$ cat src/rtl/compressed_stream_packer.sv
// Packs variable-length compressed elements back-to-back and emits fixed OUT_BYTES beats with keep/last.
// Optional PACKER_STATS_EN adds frame_cnt/byte_cnt counters on popped beats.
module compressed_stream_packer #(
    parameter  int IN_BYTES  = 34,
    parameter  int OUT_BYTES = 8,
    parameter  int BUF_BYTES = IN_BYTES + OUT_BYTES,
    localparam int CNT_W     = $clog2(BUF_BYTES + 1),
    localparam int IN_CNT_W  = $clog2(IN_BYTES + 1)
) (
    input  logic                   clk,
    input  logic                   resetn,
    input  logic [IN_BYTES*8-1:0]  in_data,
    input  logic [IN_CNT_W-1:0]    in_count,
    input  logic                   in_last,
    input  logic                   in_valid,
    output logic                   in_ready,
    output logic [OUT_BYTES*8-1:0] out_data,
    output logic [OUT_BYTES-1:0]   out_keep,
    output logic                   out_last,
    output logic                   out_valid,
    input  logic                   out_ready,
    output logic [CNT_W-1:0]       fill_level
`ifdef PACKER_STATS_EN
    ,
    output logic [31:0]            frame_cnt,
    output logic [31:0]            byte_cnt
`endif
);

    localparam int BUF_W = BUF_BYTES * 8;
    localparam logic [CNT_W-1:0]    OUT_C  = CNT_W'(OUT_BYTES);
    localparam logic [CNT_W-1:0]    ROOM_C = CNT_W'(BUF_BYTES - IN_BYTES);
    localparam logic [IN_CNT_W-1:0] IN_C   = IN_CNT_W'(IN_BYTES);

    typedef enum logic {ACCUM, FLUSH} state_t;

    state_t               state_q, state_d;
    logic [CNT_W-1:0]     fill_q, fill_d;
    logic [BUF_W-1:0]     buf_q, buf_d;
    logic                 in_ready_q, in_ready_d;

    logic                 push, pop;
    logic [CNT_W-1:0]     pop_n, push_n, base;
    logic [IN_CNT_W-1:0]  cnt_cl;
    logic [IN_BYTES*8-1:0] ins_bytes;

    // Output decode depends only on registered state, never on in_* or out_ready.
    always_comb begin
        out_valid = (state_q == FLUSH) || (fill_q >= OUT_C);
        out_last  = (state_q == FLUSH) && (fill_q <= OUT_C);
        out_data  = out_valid ? buf_q[OUT_BYTES*8-1:0] : '0;
        out_keep  = '0;
        for (int i = 0; i < OUT_BYTES; i++) begin
            out_keep[i] = out_valid && ((state_q == ACCUM) || (i < int'(fill_q)));
        end
    end

    always_comb begin
        push      = in_valid && in_ready_q;
        pop       = out_valid && out_ready;
        pop_n     = pop ? ((fill_q >= OUT_C) ? OUT_C : fill_q) : '0;
        cnt_cl    = (in_count > IN_C) ? IN_C : in_count;
        push_n    = push ? CNT_W'(cnt_cl) : '0;
        base      = fill_q - pop_n;
        fill_d    = base + push_n;
        ins_bytes = '0;
        for (int i = 0; i < IN_BYTES; i++) begin
            if (i < int'(push_n)) ins_bytes[i*8 +: 8] = in_data[i*8 +: 8];
        end
        // Bytes above fill are always zero, so shifting down and OR-ing the new element in is exact.
        buf_d = (buf_q >> {pop_n, 3'b000}) | (BUF_W'(ins_bytes) << {base, 3'b000});

        state_d = state_q;
        case (state_q)
            ACCUM:   if (push && in_last) state_d = FLUSH;
            FLUSH:   if (pop && out_last) state_d = ACCUM;
            default: state_d = ACCUM;
        endcase
        in_ready_d = (state_d == ACCUM) && (fill_d <= ROOM_C);
    end

    always_ff @(posedge clk or negedge resetn) begin
        if (!resetn) begin
            state_q    <= ACCUM;
            fill_q     <= '0;
            buf_q      <= '0;
            in_ready_q <= 1'b0;
        end else begin
            state_q    <= state_d;
            fill_q     <= fill_d;
            buf_q      <= buf_d;
            in_ready_q <= in_ready_d;
        end
    end

    assign in_ready   = in_ready_q;
    assign fill_level = fill_q;

`ifdef PACKER_STATS_EN
    logic [31:0] frame_cnt_q, frame_cnt_d;
    logic [31:0] byte_cnt_q, byte_cnt_d;

    // keep is contiguous, so its popcount equals the number of bytes popped.
    always_comb begin
        frame_cnt_d = frame_cnt_q + ((pop && out_last) ? 32'd1 : 32'd0);
        byte_cnt_d  = byte_cnt_q + 32'(pop_n);
    end

    always_ff @(posedge clk or negedge resetn) begin
        if (!resetn) begin
            frame_cnt_q <= '0;
            byte_cnt_q  <= '0;
        end else begin
            frame_cnt_q <= frame_cnt_d;
            byte_cnt_q  <= byte_cnt_d;
        end
    end

    assign frame_cnt = frame_cnt_q;
    assign byte_cnt  = byte_cnt_q;
`endif

endmodule

$ cat config.mk
export PLATFORM = sky130hd
export DESIGN_NAME = compressed_stream_packer
export DESIGN_NICKNAME = d
export VERILOG_FILES = /design/src/rtl/compressed_stream_packer.sv
export SDC_FILE = /design/constraint.sdc
export NUM_CORES = 2
export LEC_CHECK = 0
export ABC_AREA = 1
export BUFFER_PORTS_ARGS = -buffer_cell sky130_fd_sc_hd__buf_2
export CORE_MARGIN = 1
export CORE_UTILIZATION = 35
export DETAILED_ROUTE_END_ITERATION = 7
export PLACE_DENSITY = 0.56
export SLEW_MARGIN = 20
export SYNTH_ARGS = -nofsm -noshare
export SYNTH_HDL_FRONTEND = slang
export SYNTH_SLANG_ARGS = --single-unit
$ cat constraint.sdc
create_clock -name clk -period 6.19 [get_ports clk]
set_clock_uncertainty 0.1 [all_clocks]
set_input_delay 0 -clock clk [delete_from_list [all_inputs] [get_ports clk]]
set_output_delay 0 -clock clk [all_outputs]
set_load 0.01 [all_outputs]
; ---- Word-level counts from Yosys, hierarchy flattened
; Cells that the tools add are included.
[classes]
add_sub_neg = 2
mux = 42
n_shift = 2
bitwise_logic = 3
magnitude_cmp = 46
reduce_logical = 23
[ops]
columns = op, count
row1 = OR 336 bit, 1
row2 = left shift 272 x 9 -> 336 bit, 1
row3 = right shift 336 x 9 -> 336 bit, 1
row4 = 2-to-1 mux 8 bit, 34
row5 = < comparator 5 x 6 -> 1 bit (first input constant), 16
row6 = 2-to-1 mux 64 bit, 1
row7 = < comparator 3 x 6 -> 1 bit (first input constant), 8
row8 = < comparator 4 x 6 -> 1 bit (first input constant), 8
row9 = < comparator 1 x 6 -> 1 bit (first input constant), 4
row10 = < comparator 2 x 6 -> 1 bit (first input constant), 4
row11 = 2-to-1 mux 6 bit, 4
row12 = logical AND 1 bit, 14
row13 = less-or-equal comparator 6 x 4 -> 1 bit (second input constant), 2
row14 = < comparator 6 bit (first input constant), 2
row15 = logical OR 1 bit, 9
row16 = adder 6 bit, 1
row17 = >= comparator 6 x 4 -> 1 bit (second input constant), 1
row18 = greater-than comparator 6 bit (second input constant), 1
row19 = subtractor 6 bit, 1
row20 = 2-to-1 mux 1 bit, 2
row21 = inverter 1 bit, 2
row22 = one-hot mux 1 bit (2 select lines), 1
[totals]
regBits = 344
inputBits = 283

; ---- Longest topological paths before layout
[depth]
depth_word = 8
ltp_mapped = 26
mapped_depth_nobuf = 20

; ---- Worst setup path after synthesis
; OpenSTA, ideal clock, no wires.
[synth_timing]
kind = register -> register
start = register fill_q[5], in the netlist fill_level[5]
end = register in_ready_q, in the netlist in_ready
period_less_slack_ns = 4.802
path_stages_with_launch = 25
slack_ns = 1.388
arrival_time_ns = 4.575
cell_sequence = dfrtp_1 > nor2_1 > nand2_1 > nor2_1 > nand2_2 > inv_2 > buf_2 > buf_2 > buf_1 > ha_1 > inv_1 > fa_1 > xor2_1 > clkbuf_1 > clkbuf_1 > buf_1 > ha_1 > a21oi_1 > nand2_1 > a21oi_1 > nor2_1 > nor2_1 > xor2_1 > xor2_1 > nor4_1
[synth_via]
elab_chain_cells = 8
[synth_lines]
columns = item, line
row1 = start: declaration, 38  ; logic [CNT_W-1:0] fill_q, fill_d;
row2 = start signal: assignment, 90  ; fill_q <= fill_d;
row3 = >= comparator 6 x 4 -> 1 bit, "49, 61"
row4 = logical OR 1 bit, 49  ; out_valid = (state_q == FLUSH) || (fill_q >= OUT_C);
row5 = logical AND 1 bit, 60  ; pop = out_valid && out_ready;
row6 = 2-to-1 mux 6 bit, 61  ; pop_n = pop ? ((fill_q >= OUT_C) ? OUT_C : fill_q) : '0;
row7 = subtractor 6 bit (*), 64  ; base = fill_q - pop_n;
row8 = adder 6 bit (*), 65  ; fill_d = base + push_n;
row9 = net fill_d[5], 38
row10 = less-or-equal comparator 6 x 4 -> 1 bit (*), 79  ; in_ready_d = (state_d == ACCUM) && (fill_d <= ROOM_C);
row11 = logical AND 1 bit (*), 79
row12 = net in_ready_d, 40  ; logic in_ready_q, in_ready_d;
row13 = end signal: assignment, 92  ; in_ready_q <= in_ready_d;
row14 = end: declaration, 40
; The timed path passes the listed nets; every way through them passes the cells marked *.

; ---- Worst setup path in the final report
[layout_timing]
start = register fill_q[5], in the netlist fill_level[5]
end = register buf_q[301]
[layout_via]
elab_chain_cells = 7
[layout_lines]
columns = item, line
row1 = >= comparator 6 x 4 -> 1 bit, "49, 61"
row2 = logical OR 1 bit, 49
row3 = logical AND 1 bit, 60
row4 = 2-to-1 mux 6 bit, 61
row5 = subtractor 6 bit, 64
row6 = left shift 272 x 9 -> 336 bit, 71  ; buf_d = (buf_q >> {pop_n, 3'b000}) | (BUF_W'(ins_bytes) << {base, 3'b000});
row7 = OR 336 bit (*), 71
row8 = net buf_d[301], 39  ; logic [BUF_W-1:0] buf_q, buf_d;
row9 = end signal: assignment, 91  ; buf_q <= buf_d;
row10 = end: declaration, 39
; Marks and branches as above.

==> impl_metrics.json <==
{
  "area_delta_synth_final_pct": 11.2,
  "critical_path_required_ps": 6610,
  "fin_nets": 8077,
  "synth-main-ff-cell": "dfrtp_1",
  "first_pass_iters": 7,
  "clock_sinks": 344,
  "syn_nets": 8119,
  "seq_area_frac_synth_pct": 20.3,
  "grt_pass1_vias": 51339,
  "hold_viol_final": 0,
  "regToRegEndpoint": "buf_q[301]",
  "antenna_found_initial": 22,
  "via_count": 59071,
  "slew-limit-headroom_pct": 16.2,
  "syn_area_um2": 42500,
  "cts_setup_buffers": 0,
  "hold_end": "buf_q[315]",
  "path_clk_slew_ps": 60,
  "cts_tree": "yes",
  "grt_pass1_wl_um": 418000,
  "synth_edf_count": 0,
  "endpoint_kind": "flip-flop",
  "setup_viol": 0,
  "fmax_ghz": 0.168,
  "track_usage_pct": 48.3,
  "ioPinCount": 364,
  "worstPathArrival_ps": 6360,
  "die_x_um": 350,
  "drc": 0,
  "cts_root_buffer": "clkbuf_16",
  "start_util_pct": 35.4,
  "n_fill_cell": 13703,
  "ys_warn_count": 0,
  "synthArstFlopShare_pct": 100,
  "ys_types": 52,
  "avgRoutedWirePerCell_um": 32.4,
  "die_area_um2": 123000,
  "cts_hold_buf": 36,
  "setup_tns_ps": 0,
  "ys_ff_latch": 344,
  "drive_above_1_share_pct": 8.19,
  "fin_crit_sh_pct": 95.9,
  "reg2reg_from": "fill_level[5]",
  "clockBufferDepth": 3,
  "min_from": "in_data[83]",
  "final_core_util_pct": 39.3,
  "path_class": "flip-flop to flip-flop",
  "antenna_left": 0,
  "synth-compound-area-share_pct": 14.9,
  "dp_hpwl_um": 234000,
  "pre_cts_ws_ps": 1140,
  "die_y_um": 350,
  "hold_depth": 7,
  "worst_pin_slew_ps": 1250,
  "period_needed_ps": 5940,
  "cts_buffers": 48,
  "status": "finished, final reports clean",
  "synth_xor_area_share_pct": 0.183,
  "core_area_um2": 120000,
  "grt_max_degree": 221,
  "synth_top_area_cell": "nand3_1",
  "cp_max_fo": 55,
  "hold_class": "primary input to flip-flop",
  "muxShareOfSynthArea_pct": 1.63,
  "overflow": 0,
  "whs_ps": 15.1,
  "worst_slack_ps": 252,
  "synthAdderAreaFrac_pct": 0.389,
  "via_per_inst": 6.26,
  "synthSimpleGateAreaFrac_pct": 52.1,
  "synthCells": 7824,
  "worst_setup_path_start_kind": "flip-flop",
  "synth_top_area_share_pct": 22.5,
  "r2r_slack_ps": 250,
  "synthTopCellsByArea": "nand3_1, nand2_1, dfrtp_1",
  "dr.first_iter.drc_count": 10960,
  "fp-row-count": 127,
  "clk-insertion-delay-late_ps": 660,
  "gp_congestion": 1.11,
  "synth_top_family_by_area": "simple AND/OR/NAND/NOR gates",
  "rsz0062_at_grt": "no",
  "r2r_cells": 18,
  "htreeDepth": 2,
  "cts-resized-gates": 0,
  "port_buffers": 363,
  "maxSlewViolCount": 0,
  "routed_wl_um": 306000,
  "syn_area_per_cell_um2": 5.43,
  "drv_cap": 0
}
## Yosys cell counts, types with 9 or more instances
cell type / n
o21ai_1: 114
nand3b_1: 15
nor3_1: 10
nand3_1: 1908
ha_1: 10
o21ai_0: 756
inv_1: 503
or2_2: 28
or2_1: 15
nand4_1: 168
dfrtp_1: 344
nor2_1: 415
a31oi_1: 14
buf_2: 151
o221ai_1: 21
o22ai_1: 29
a21oi_1: 120
inv_2: 12
o2111ai_1: 16
clkbuf_1: 310
nand2_1: 2494
mux2i_1: 69
o211ai_1: 68
o21a_1: 9
buf_1: 155
## worst max-delay path, cell delays in order, from the launching register on
cell	delay [ps]
dfrtp_1	490
nor2_1	150
nand2_1	180
nor2_1	320
nand2_8	100
inv_6	80
ha_4	120
inv_1	70
fa_4	1150
buf_12	370
buf_12	320
nand3_1	140
dlygate4sd3_1	570
nand3_1	80
dlygate4sd3_1	550
nand2_1	50
a21oi_1	150
dlygate4sd3_1	600
nand3_1	70
## layout make-up
type	instances	area [um^2]	share of cell area, %
Antenna cell	9	22.5	0.0477
Clock inverter	9	105	0.222
Multi-Input combinational cell	6342	29600	62.5
Inverter	517	1990	4.20
Timing Repair Buffer	529	3560	7.52
Clock buffer	73	1410	2.98
Sequential cell	344	8610	18.2
Tap cell	1612	2020	4.27
## layer usage
metal  track usage (%)  part of all wire (%)  vias up
met5             0.746                 0.056        -
met2              58.1                    35     4459
met4              26.0                   6.5        8
met3              19.4                    15      483
li1                  -                     -    26186
met1              70.4                    43    27935
## sequential cells by signal (all words and copies together), names as in the netlist
name and cells:
buf_q 336, fill_level 6, in_ready 1, state_q 1
## stage by stage
step	cell area, um^2	cells
6_report	47300	9435
5_1_grt	47200	9432
4_1_cts	47200	9426
3_5_place_dp	45300	9308
3_3_place_gp	45300	9308
2_1_floorplan	42500	7824
## cell families after synthesis
kind of cell | after synthesis
flip-flops | 344
XOR/XNOR | 8
buffers and inverters | 1138
AO/OA/AOI/OAI | 1171
adder cells (fa/ha/maj) | 12
AND/OR/NAND/NOR | 5081
other | 1
multiplexers | 69
## worst max path at each step
stage	slack, ps	startpoint	depth (start not counted)	end
floorplan	1390	fill_level[5]	24	in_ready
global placement	1100	fill_level[5]	17	buf_q[95]
detailed placement	1140	fill_level[5]	17	buf_q[95]
CTS	380	fill_level[5]	18	buf_q[301]
global route	120	fill_level[5]	18	buf_q[301]
finish	250	fill_level[5]	18	buf_q[301]
## cells in the final DEF, fill, tap and decap left out, types with 69 or more instances in the layout
| cell type | n |
|---|---|
| a21oi_1 | 119 |
| buf_2 | 362 |
| buf_4 | 100 |
| dfrtp_1 | 344 |
| inv_1 | 498 |
| mux2i_1 | 69 |
| nand2_1 | 2491 |
| nand3_1 | 1908 |
| nand4_1 | 168 |
| nor2_1 | 411 |
| o21ai_0 | 756 |
| o21ai_1 | 112 |
Power is not shown: default switching activity piles up to over one toggle a cycle in this logic, so the estimate is an artifact.
